**src/rtl/ms_shift_serializer.sv**
```systemverilog
// Parallel-to-serial feeder for the master-slave shift register: MSB first, one bit per clock.
// Optional PRBS idle fill on si is enabled by defining SER_PRBS_IDLE_EN.
module ms_shift_serializer #(
  parameter int WIDTH      = 8,
  parameter int GAP_CYCLES = 0
) (
  input  logic             clock,
  input  logic             r,
  input  logic [WIDTH-1:0] din,
  input  logic             din_valid,
  output logic             din_ready,
  output logic             si,
  output logic             busy,
  output logic             word_done,
  output logic [1:0]       state_dbg
);

  // Handshake: a word transfers on a rising clock edge where din_valid and din_ready
  // are both 1; din must be held stable by the source until that edge.
  typedef enum logic [1:0] {
    IDLE  = 2'd0,
    SHIFT = 2'd1,
    GAP   = 2'd2
  } state_t;

  localparam int         CW       = $clog2(WIDTH);
  localparam bit         NO_GAP   = (GAP_CYCLES == 0);
  localparam logic [3:0] GAP_LOAD = (GAP_CYCLES > 0) ? 4'(GAP_CYCLES - 1) : 4'd0;

  state_t           state;
  logic [WIDTH-1:0] sr;
  logic [CW-1:0]    cnt;
  logic [3:0]       gcnt;
  logic             last_bit;
  logic             xfer;
  logic             idle_bit;

  assign last_bit  = (state == SHIFT) && (cnt == '0);
  assign din_ready = (state == IDLE) || (NO_GAP && last_bit);
  assign xfer      = din_valid && din_ready;
  assign state_dbg = state;

`ifdef SER_PRBS_IDLE_EN
  // x^7+x^6+1 Fibonacci LFSR; frozen while a word is on the wire.
  logic [6:0] lfsr;
  always_ff @(posedge clock or negedge r) begin
    if (!r) begin
      lfsr <= 7'h7F;
    end else if (state != SHIFT) begin
      lfsr <= {lfsr[5:0], lfsr[6] ^ lfsr[5]};
    end
  end
  assign idle_bit = lfsr[6];
`else
  assign idle_bit = 1'b0;
`endif

  // sr holds the bits still to be sent; si already carries the current one.
  always_ff @(posedge clock or negedge r) begin
    if (!r) begin
      state     <= IDLE;
      sr        <= '0;
      cnt       <= '0;
      gcnt      <= '0;
      si        <= 1'b0;
      busy      <= 1'b0;
      word_done <= 1'b0;
    end else begin
      word_done <= 1'b0;
      case (state)
        IDLE: begin
          if (xfer) begin
            state <= SHIFT;
            busy  <= 1'b1;
            si    <= din[WIDTH-1];
            sr    <= {din[WIDTH-2:0], 1'b0};
            cnt   <= CW'(WIDTH - 1);
          end else begin
            si <= idle_bit;
          end
        end
        SHIFT: begin
          if (cnt != '0) begin
            si  <= sr[WIDTH-1];
            sr  <= sr << 1;
            cnt <= cnt - 1'b1;
          end else begin
            word_done <= 1'b1;
            if (xfer) begin
              si  <= din[WIDTH-1];
              sr  <= {din[WIDTH-2:0], 1'b0};
              cnt <= CW'(WIDTH - 1);
            end else if (!NO_GAP) begin
              state <= GAP;
              gcnt  <= GAP_LOAD;
              busy  <= 1'b0;
              si    <= idle_bit;
            end else begin
              state <= IDLE;
              busy  <= 1'b0;
              si    <= idle_bit;
            end
          end
        end
        GAP: begin
          si <= idle_bit;
          if (gcnt == 4'd0) begin
            state <= IDLE;
          end else begin
            gcnt <= gcnt - 4'd1;
          end
        end
        default: begin
          state <= IDLE;
          busy  <= 1'b0;
          si    <= idle_bit;
        end
      endcase
    end
  end

endmodule
```
**config.mk**
```make
export PLATFORM = sky130hd
export DESIGN_NAME = ms_shift_serializer
export DESIGN_NICKNAME = d
export VERILOG_FILES = /design/src/rtl/ms_shift_serializer.sv
export SDC_FILE = /design/constraint.sdc
export NUM_CORES = 1
export LEC_CHECK = 0
export ABC_AREA = 1
export BUFFER_PORTS_ARGS = -buffer_cell sky130_fd_sc_hd__buf_2
export CAP_MARGIN = 40
export CORE_MARGIN = 1.5
export CORE_UTILIZATION = 35
export CTS_CLUSTER_SIZE = 8
export DETAILED_ROUTE_END_ITERATION = 10
export PLACE_DENSITY = 0.6
export SYNTH_ARGS = -nofsm -noshare
export SYNTH_HDL_FRONTEND = slang
export SYNTH_SLANG_ARGS = --single-unit
```
**constraint.sdc**
```tcl
create_clock -name clock -period 2.5 [get_ports clock]
set_clock_uncertainty 0.05 [all_clocks]
set_input_delay 0.125 -clock clock [delete_from_list [all_inputs] [get_ports clock]]
set_output_delay 0.125 -clock clock [all_outputs]
set_load 0.005 [all_outputs]
```
-- Yosys cells after proc, flatten, opt, wreduce, memory -nomap -nowiden
Cells that the tools add are included.
- register bits: 20
- output and inout port bits: 6
- bits of input ports: 11
- logic and storage cells: 48
- reduce and logical (&&, ||, !) cells: 11
- muxes and demuxes: 20
- equality and inequality tests: 6
- bitwise operators: 2
- $add $sub $neg: 2
- operators with widths (operator ; count):
    $mux 8 ; 2
    $pmux 8 s2 ; 1
    $mux 2 ; 4
    $ne 2x2->1 const B ; 4
    $reduce_and 4->1 ; 2
    $mux 1 ; 7
    $mux 3 ; 2
    $pmux 2 s3 ; 1
    $pmux 3 s2 ; 1
    $logic_not 4->1 ; 1
    $sub 4x1->4 const B ; 1
    $logic_not 3->1 ; 1
    $pmux 1 s3 ; 1
    $reduce_bool 3->1 ; 1
    $sub 3x1->3 const B ; 1
    $eq 2x1->1 const B ; 1
    $eq 2x2->1 const B ; 1
    $logic_and 1x1->1 ; 2
    $logic_not 2->1 ; 1
    $not 1->1 ; 2
    $pmux 1 s2 ; 1
    $reduce_and 2->1 ; 1
    $reduce_bool 2->1 ; 1
    $logic_or 1x1->1 ; 1

-- Longest topological paths before layout
Gate-level depths: netlist of run 1.
- word-level depth: 7
- mapped depth: 8
- gate-level depth less buffers: 8

-- Least setup slack after synthesis of run 1
OpenSTA, ideal clock, no wires.
- path type: flip-flop to flip-flop
- from: register cnt[0]
- to: register sr[2]
- path slack: 1282 ps
- buffers on the path: 1
- arrival time: 1044 ps
- cell stages (with the launch flop): 8
- required time: 2326 ps
- setup time: 124 ps
- clock period less this slack: 1218 ps
- cell sequence: dfrtp_1 -> inv_1 -> ha_1 -> nand2_2 -> nand2_4 -> buf_4 -> nand3_1 -> nand3_1
- word-level cells in the longest chain between the ends: 7
- elaborated cells between the ends (all ways): 8
- classes of those cells: 3 x mux; 5 x reduce/logical
- ends and longest elaborated chain (what ; line ; source):
    from (decl) ; 32 ; logic [CW-1:0] cnt;
    from (signal assigned) ; 77 ; cnt <= CW'(WIDTH - 1);
    from (signal assigned) ; 86 ; cnt <= cnt - 1'b1;
    from (signal assigned) ; 92 ; cnt <= CW'(WIDTH - 1);
    $logic_not 3->1 * ; 38 ; assign last_bit = (state == SHIFT) && (cnt == '0);
    $logic_and 1x1->1 * ; 38 ;
    $logic_or 1x1->1 * ; 39 ; assign din_ready = (state == IDLE) || (NO_GAP && last_bit);
    via din_ready ; 11 ; output logic din_ready,
    $logic_and 1x1->1 * ; 40 ; assign xfer = din_valid && din_ready;
    $mux 8 * ; - ;
    $mux 8 ; 83 ; if (cnt != '0) begin
    $pmux 8 s2 * ; 70 ; case (state)
    to (signal assigned) ; 76 ; sr <= {din[WIDTH-2:0], 1'b0};
    to (signal assigned) ; 85 ; sr <= sr << 1;
    to (signal assigned) ; 91 ; sr <= {din[WIDTH-2:0], 1'b0};
    to (decl) ; 31 ; logic [WIDTH-1:0] sr;
Mark *: on every way through the listed nets, which the timed path passes. The rest lies on a longest branch.
A chain may end at the register's enable or synchronous reset.

-- Final worst setup path of run 1
- from: register cnt[0]
- to: output din_ready
- word-level cells in the longest chain between the ends: 3
- ends and longest elaborated chain (what ; line):
    $logic_not 3->1 ; 38
    $logic_and 1x1->1 ; 38
    $logic_or 1x1->1 ; 39
    to (decl) ; 11
Every way passes these cells.

==> run_results.csv, run 1 <==
group,metric,value,unit
synth,async_flop_share,1.000,
sta,fmax,652.3,MHz
place,place.gp.congestion,0.7796,
status,outcome,"complete, no violations",
synth,synth_cell_types,15,
global_routing,grt_util_met1,0.1900,
critical_path,worst_path_max_delay_cell,"dfrtp_1",
critical_path,startpoint,"cnt[0]$_DFF_PN0_",
synth,synth_edf_count,0,
critical_path,critPathMaxFanout,18,
min_path,hp-start,"din[7]",
clock_network,cts_tree,"done",
synth,ys_seq_area_frac,0.5166,
detailed_routing,dr.first_iter.drc_count,12,
min_path,hp-class,"input pin to flop",
die,ioPinCount,17,
cells_and_area,n_fill_cell,185,
synth,ys_ff_latch,14,
run,max_cap_violations,0,
global_routing,gr-usage-met3,0.03462,
clock_network,clock_sinks,14,
cells_and_area,seq_area,350.3,um2
cells_and_area,syn_to_final_growth,16.79,%
critical_path,cp_cell_sequence,"inv_1, ha_1, nand2_2, nand2_4, buf_2",
synth,synth_top_area_share,0.5166,
pwr,power.leakage,0.4264,nW
synth,synth_top_area_cell,"dfrtp_1",
cells_and_area,nets,108,
place,dp_slack,1.063,ns
sta,fin_crit,1.533,ns
detailed_routing,ant_nets,0,
critical_path,timing.critical_path.buf_inv,2,
global_routing,grt-ovfl-total,0,
synth,synthTopCellsByCount,"nand3_1 (22), nand2_1 (18), dfrtp_1 (14)",
critical_path,r2r_start,"cnt[0]$_DFF_PN0_",
detailed_routing,vias,547,
detailed_routing,drc,0,
global_routing,met2_usage,0.1699,
place,place_area,745.7,um2
clock_network,cts_root_buf,"clkbuf_4",
cells_and_area,diodes,0,
critical_path,critPathCaptureType,"output port",
cells_and_area,multiInputGateArea,259.0,um2
die,initial_core_util,0.3844,
die,coreArea,1764,um2
global_routing,grt_max_degree,19,
clock_network,path_clk_slew,0.08,ns
clock_network,htreeDepth,1,
sta,setup_viol,0,
sta,hold_viol_final,0,
pwr,power_density,1112,nW/um2
global_routing,grt_antenna_before_repair,0,
detailed_routing,wirelength,1.224,mm
sta,maxSlewViolCount,0,
die,die-height,47.02,um
detailed_routing,vias_per_cell,4.597,
cells_and_area,drive_above_1_share,0.2766,
critical_path,start_kind,"flop",
critical_path,worst-setup-path-type,"flop to output port",
critical_path,cpPeakStageDelay,0.37,ns
sta,setup_slack,0.9670,ns
global_routing,grt_pass1_vias,437,
clock_network,cts_made_buffers,3,
die,die_w,47.02,um
detailed_routing,wl_per_cell,10.29,um
place,numPortBuffers,15,
sta,grt_setup_unrepaired,"no",
sta,period_share,0.6132,
global_routing,grt_pass1_wl,1.959,mm
synth,synthesis.area,678.2,um2
detailed_routing,drt_pass1_iterations,4,
synth,synth_most_common_cell,"nand3_1",
synth,netlist_instances,79,
synth,syn-num-nets,92,
sta,setup_tns,0,ns
global_routing,busiest_layer,"met1",
synth,synthTopCellsByArea,"dfrtp_1 (52%), nand3_1 (16%), nand2_1 (10%)",
synth,yosys_warnings,0,
die,fp.dieArea,2210,um2
pwr,ir_drop,0.5235,mV
clock_network,clockBufferDepth,2,
synth,syn_area_per_cell,8.584,um2
clock_network,post_cts_resized,0,
global_routing,track_usage,0.1359,
die,placementRows,15,
critical_path,crit_family,"flip-flops",
synth,synth-main-ff-cell,"dfrtp_1",
critical_path,arrival,1.36,ns
cells_and_area,final_area,792.0,um2
critical_path,required,2.33,ns
clock_network,clk_latency,0.28,ns
==> cell usage in the layout, fill, tap and decap left out, types with 2 or more instances in the layout <==
cell,count
inv_2,3
nand2_1,18
nand3_1,22
nor2_1,4
dfrtp_1,14
nand2_2,2
ha_1,2
inv_1,5
buf_2,15
clkbuf_4,3
==> worst paths after layout <==
| check | endpoint | slack (ns) | cells after the start |
|---|---|---|---|
| setup / recovery | din_ready | 0.97 | 5 |
| hold / removal | si$_DFF_PN0_ | 0.02 | 3 |
| setup reg to reg | cnt[2]$_DFF_PN0_ | 1.06 | 6 |
| hold reg to reg | sr[5]$_DFF_PN0_ | 0.45 | 2 |
| max in group asynchronous | cnt[0]$_DFF_PN0_ | 1.94 | 2 |
| min in group asynchronous | sr[1]$_DFF_PN0_ | 0.22 | 2 |
==> per-stage QoR <==
stage	hold WS (ns)	total power [W]	cells	util
3_3_place_gp	-0.01375	0.0007178	114	0.4227
3_5_place_dp	-0.01249	0.0007278	114	0.4227
4_1_cts	0.01044	0.0008955	119	0.4489
6_report	0.01856	0.0008810	119	0.4489
2_1_floorplan	-0.2206	0.0006674	79	-
5_1_grt	0.03678	0.0009714	119	0.4489
==> registers in the layout, summed over array words and instances (netlist names) <==
name	flops
word_done	1
sr	8
si	1
busy	1
cnt	3
==> worst register-to-register path, stage by stage, from the launching register on <==
cell and delay, ns:
dfrtp_1 0.33, inv_1 0.07, ha_1 0.23, a21oi_2 0.43
nand2_1 0.10, nand2_1 0.09, nand2_1 0.04
==> where the power goes <==
group          leakage, nW  total [W]  internal [W]  switching [W]
clock               0.0210   0.000162     0.0000886      0.0000730
combinational        0.230   0.000365      0.000138       0.000228
sequential           0.176   0.000354      0.000314      0.0000395
total                0.426   0.000881      0.000541       0.000340
==> layout make-up <==
type,instances,area share
multi-input combinational,52,0.3270
sequential,14,0.4423
tap,25,0.03949
timing repair buffer,16,0.1074
clock buffer,4,0.04581
inverter,8,0.03791
==> repair_timing <==
action | in CTS | in global routing
buffers inserted | 0 | 0
hold endpoints to repair | 14 | 0
hold buffers | 1 | 0
==> logic make-up after synthesis <==
family,synth area share
AO/OA/AOI/OAI,0.02029
other,0.005530
flip-flops,0.5166
AND/OR/NAND/NOR,0.3192
buffers and inverters,0.1015
adder cells (fa/ha/maj),0.03689
==> routing by layer <==
| metal | vias up | wire, um |
|---|---|---|
| met5 | - | 0 |
| met4 | 0 | 45 |
| met3 | 5 | 66 |
| met2 | 13 | 522 |
| met1 | 247 | 589 |
| li1 | 282 | - |
(Power assumes the default switching activity.)
==> inputs of run 2 (changes only) <==
ABC_AREA = 0   (was 1)
clock period = 1.54 ns   (was 2.5 ns; I/O delays follow)
==> run_results.csv, run 2 <==
group,metric,value,unit
pwr,seq_power_share,0.420,
critical_path,required,1.41,ns
pwr,p_int,0.0009284,W
synth,ys_seq_area_frac,0.4921,
pwr,combPwrFrac,0.387,
place,numPortBuffers,15,
die,coreArea,1942,um2
synth,async_flop_share,1.000,
cells_and_area,syn_to_final_growth,19.68,%
clock_network,clk_latency,0.27,ns
clock_network,clockBufferDepth,2,
global_routing,grt_pass1_vias,326,
detailed_routing,wirelength,1.058,mm
synth,synthTopCellsByCount,"dfrtp_1 (14), mux2_2 (7), mux2_4 (6)",
detailed_routing,wl_per_cell,10.48,um
critical_path,arrival,1.32,ns
clock_network,cts_tree,"done",
clock_network,clock_sinks,14,
critical_path,worst_path_max_delay_cell,"dfrtp_1",
pwr,p_total,0.001327,W
cells_and_area,drive_above_1_share,0.4730,
sta,setup_viol,0,
run,max_cap_violations,0,
cells_and_area,final_cell_mix,"buf_2 (15), dfrtp_1 (14), mux2_2 (7)",
place,dp_slack,0.04539,ns
clock_network,cts_setup_buffers,0,
global_routing,grt_max_degree,15,
synth,synthesis.area,711.9,um2
die,fp.dieArea,2314,um2
synth,syn-num-nets,69,
synth,synthTopCellsByArea,"dfrtp_1 (49%), mux2_4 (13%), mux2_2 (11%)",
synth,synth-main-ff-cell,"dfrtp_1",
sta,hold_viol_final,0,
global_routing,busiest_layer,"met2",
cells_and_area,final_area,852.1,um2
synth,synth_cell_types,20,
detailed_routing,vias_per_cell,4.238,
global_routing,gr-usage-met3,0.05556,
cells_and_area,reg.largest.list,"sr: 8 flops, cnt: 3 flops",
synth,syn_area_per_cell,12.71,um2
cells_and_area,largest-register,"sr",
clock_network,cts_made_buffers,3,
cells_and_area,n_fill_cell,192,
critical_path,cpPeakStageDelay,0.39,ns
pwr,switching_share,0.3005,
critical_path,critPathCaptureType,"output port",
die,die_w,48.10,um
cells_and_area,largest_reg_flops,8,
global_routing,met2_usage,0.1387,
sta,setup_slack,0.08814,ns
sta,grt_setup_unrepaired,"no",
sta,fmax,688.8,MHz
critical_path,cp_cell_sequence,"inv_1, ha_1, nand2b_2, nand2_4, buf_2",
critical_path,worst-setup-path-type,"flop to output port",
status,outcome,"complete, no violations",
sta,setup_tns,0,ns
global_routing,grt-ovfl-total,0,
global_routing,grt_util_met1,0.1290,
min_path,hp-class,"input pin to flop",
detailed_routing,drt_pass1_iterations,2,
die,ioPinCount,17,
pwr,ir_drop,0.7900,mV
pwr,power_density,1558,nW/um2
synth,synth_edf_count,0,
die,placementRows,16,
critical_path,timing.critical_path.buf_inv,2,
detailed_routing,drc,0,
detailed_routing,dr.first_iter.drc_count,1,
sta,period_share,0.9428,
sta,fin_crit,1.452,ns
critical_path,start_kind,"flop",
clock_network,htreeDepth,1,
detailed_routing,vias,428,
synth,ys_ff_latch,14,
synth,netlist_instances,56,
place,place.gp.congestion,0.6850,
cells_and_area,diodes,0,
cells_and_area,nets,88,
die,die-height,48.10,um
detailed_routing,ant_nets,0,
cells_and_area,final_common_cell,"buf_2",
global_routing,track_usage,0.09893,
synth,synth_top_area_cell,"dfrtp_1",
global_routing,grt_pass1_wl,1.469,mm
die,initial_core_util,0.3666,
synth,synth_most_common_cell,"dfrtp_1",
place,hpwl,775.4,um
clock_network,path_clk_slew,0.08,ns
synth,synth_top_area_share,0.4921,
pwr,p_switching,0.0003988,W
critical_path,crit_family,"flip-flops",
sta,maxSlewViolCount,0,
pwr,power.leakage,0.4401,nW
critical_path,critPathMaxFanout,10,
global_routing,grt_antenna_before_repair,0,
clock_network,cts_root_buf,"clkbuf_4",
synth,yosys_warnings,0,
place,place_area,790.8,um2
pwr,p_clk_frac,0.193,
sta,whs,0.09502,ns
[run 2: changes by cell type in the layout (fill, tap and decap cells not counted), sizes merged]
cell,before,now
and3b,0,1
buf,15,16
dlygate4sd3,1,2
inv,8,4
mux2,0,13
mux2i,0,3
nand2,21,3
nand2b,0,2
nand3,22,1
nor2b,0,1
o31ai,0,1
[run 2: worst paths after layout]
| kind | end | startpoint | slack (ns) | cells after the start |
|---|---|---|---|---|
| min in group asynchronous | sr[5]$_DFF_PN0_ | r | 0.17 | 2 |
| max in group asynchronous | cnt[1]$_DFF_PN0_ | r | 1.03 | 2 |
| worst max register to register | sr[1]$_DFF_PN0_ | cnt[0]$_DFF_PN0_ | 0.12 | 5 |
| worst min-delay path | sr[7]$_DFF_PN0_ | din[6] | 0.1 | 4 |
| worst min register to register | cnt[0]$_DFF_PN0_ | cnt[0]$_DFF_PN0_ | 0.43 | 1 |
| worst max-delay path | din_ready | cnt[0]$_DFF_PN0_ | 0.09 | 5 |
[run 2: layout make-up]
class	count	area [um2]	share of cell area
Clock buffer	4	36.28	0.04258
Inverter	4	15.01	0.01762
Multi-Input combinational cell	34	314.1	0.3686
Sequential cell	14	350.3	0.4112
Tap cell	27	33.78	0.03965
Timing Repair Buffer	18	102.6	0.1204
[run 2: logic make-up after synthesis]
| family | count (synthesis) | share of synthesized area |
|---|---|---|
| mux | 16 | 0.2795 |
| flops | 14 | 0.4921 |
| simple gates | 12 | 0.08964 |
| buf+inv | 8 | 0.07380 |
| compound gates | 3 | 0.02460 |
| fa+ha+maj | 2 | 0.03514 |
| other cells | 1 | 0.005267 |
[run 2: stage by stage]
stage,instances,util
3_3_place_gp,95,0.4072
4_1_cts,101,0.4388
2_1_floorplan,56,-
6_report,101,0.4388
5_1_grt,101,0.4388
3_5_place_dp,95,0.4072
[run 2: worst register-to-register path, cell delays in order, from the launching register on]
cell and delay (ns):
dfrtp_1 0.39, inv_1 0.08, ha_1 0.18, nand2b_2 0.09, nand2_4 0.16, mux2_2 0.35
[run 2: routing by layer]
metal  part of all wire  vias to the layer above
met1               0.51                      194
li1                   -                      223
met5                  0                        -
met2               0.44                        9
met4             0.0076                        0
met3              0.044                        2
[run 2: timing repair]
item	in CTS	in global routing
hold buffers	2	0
setup endpoints to repair	1	0
hold endpoints to repair	15	0
resized for setup	1	0
[run 2: power by group through the flow]
stage	Clock [W]	Sequential (W)	Combinational, W
after CTS	0.000274	0.000560	0.000523
after global placement	0	0.000563	0.000499
final	0.000256	0.000557	0.000514
after detailed placement	0	0.000567	0.000512
after global routing	0.000297	0.000575	0.000574
after floorplan	0	0.000554	0.000417
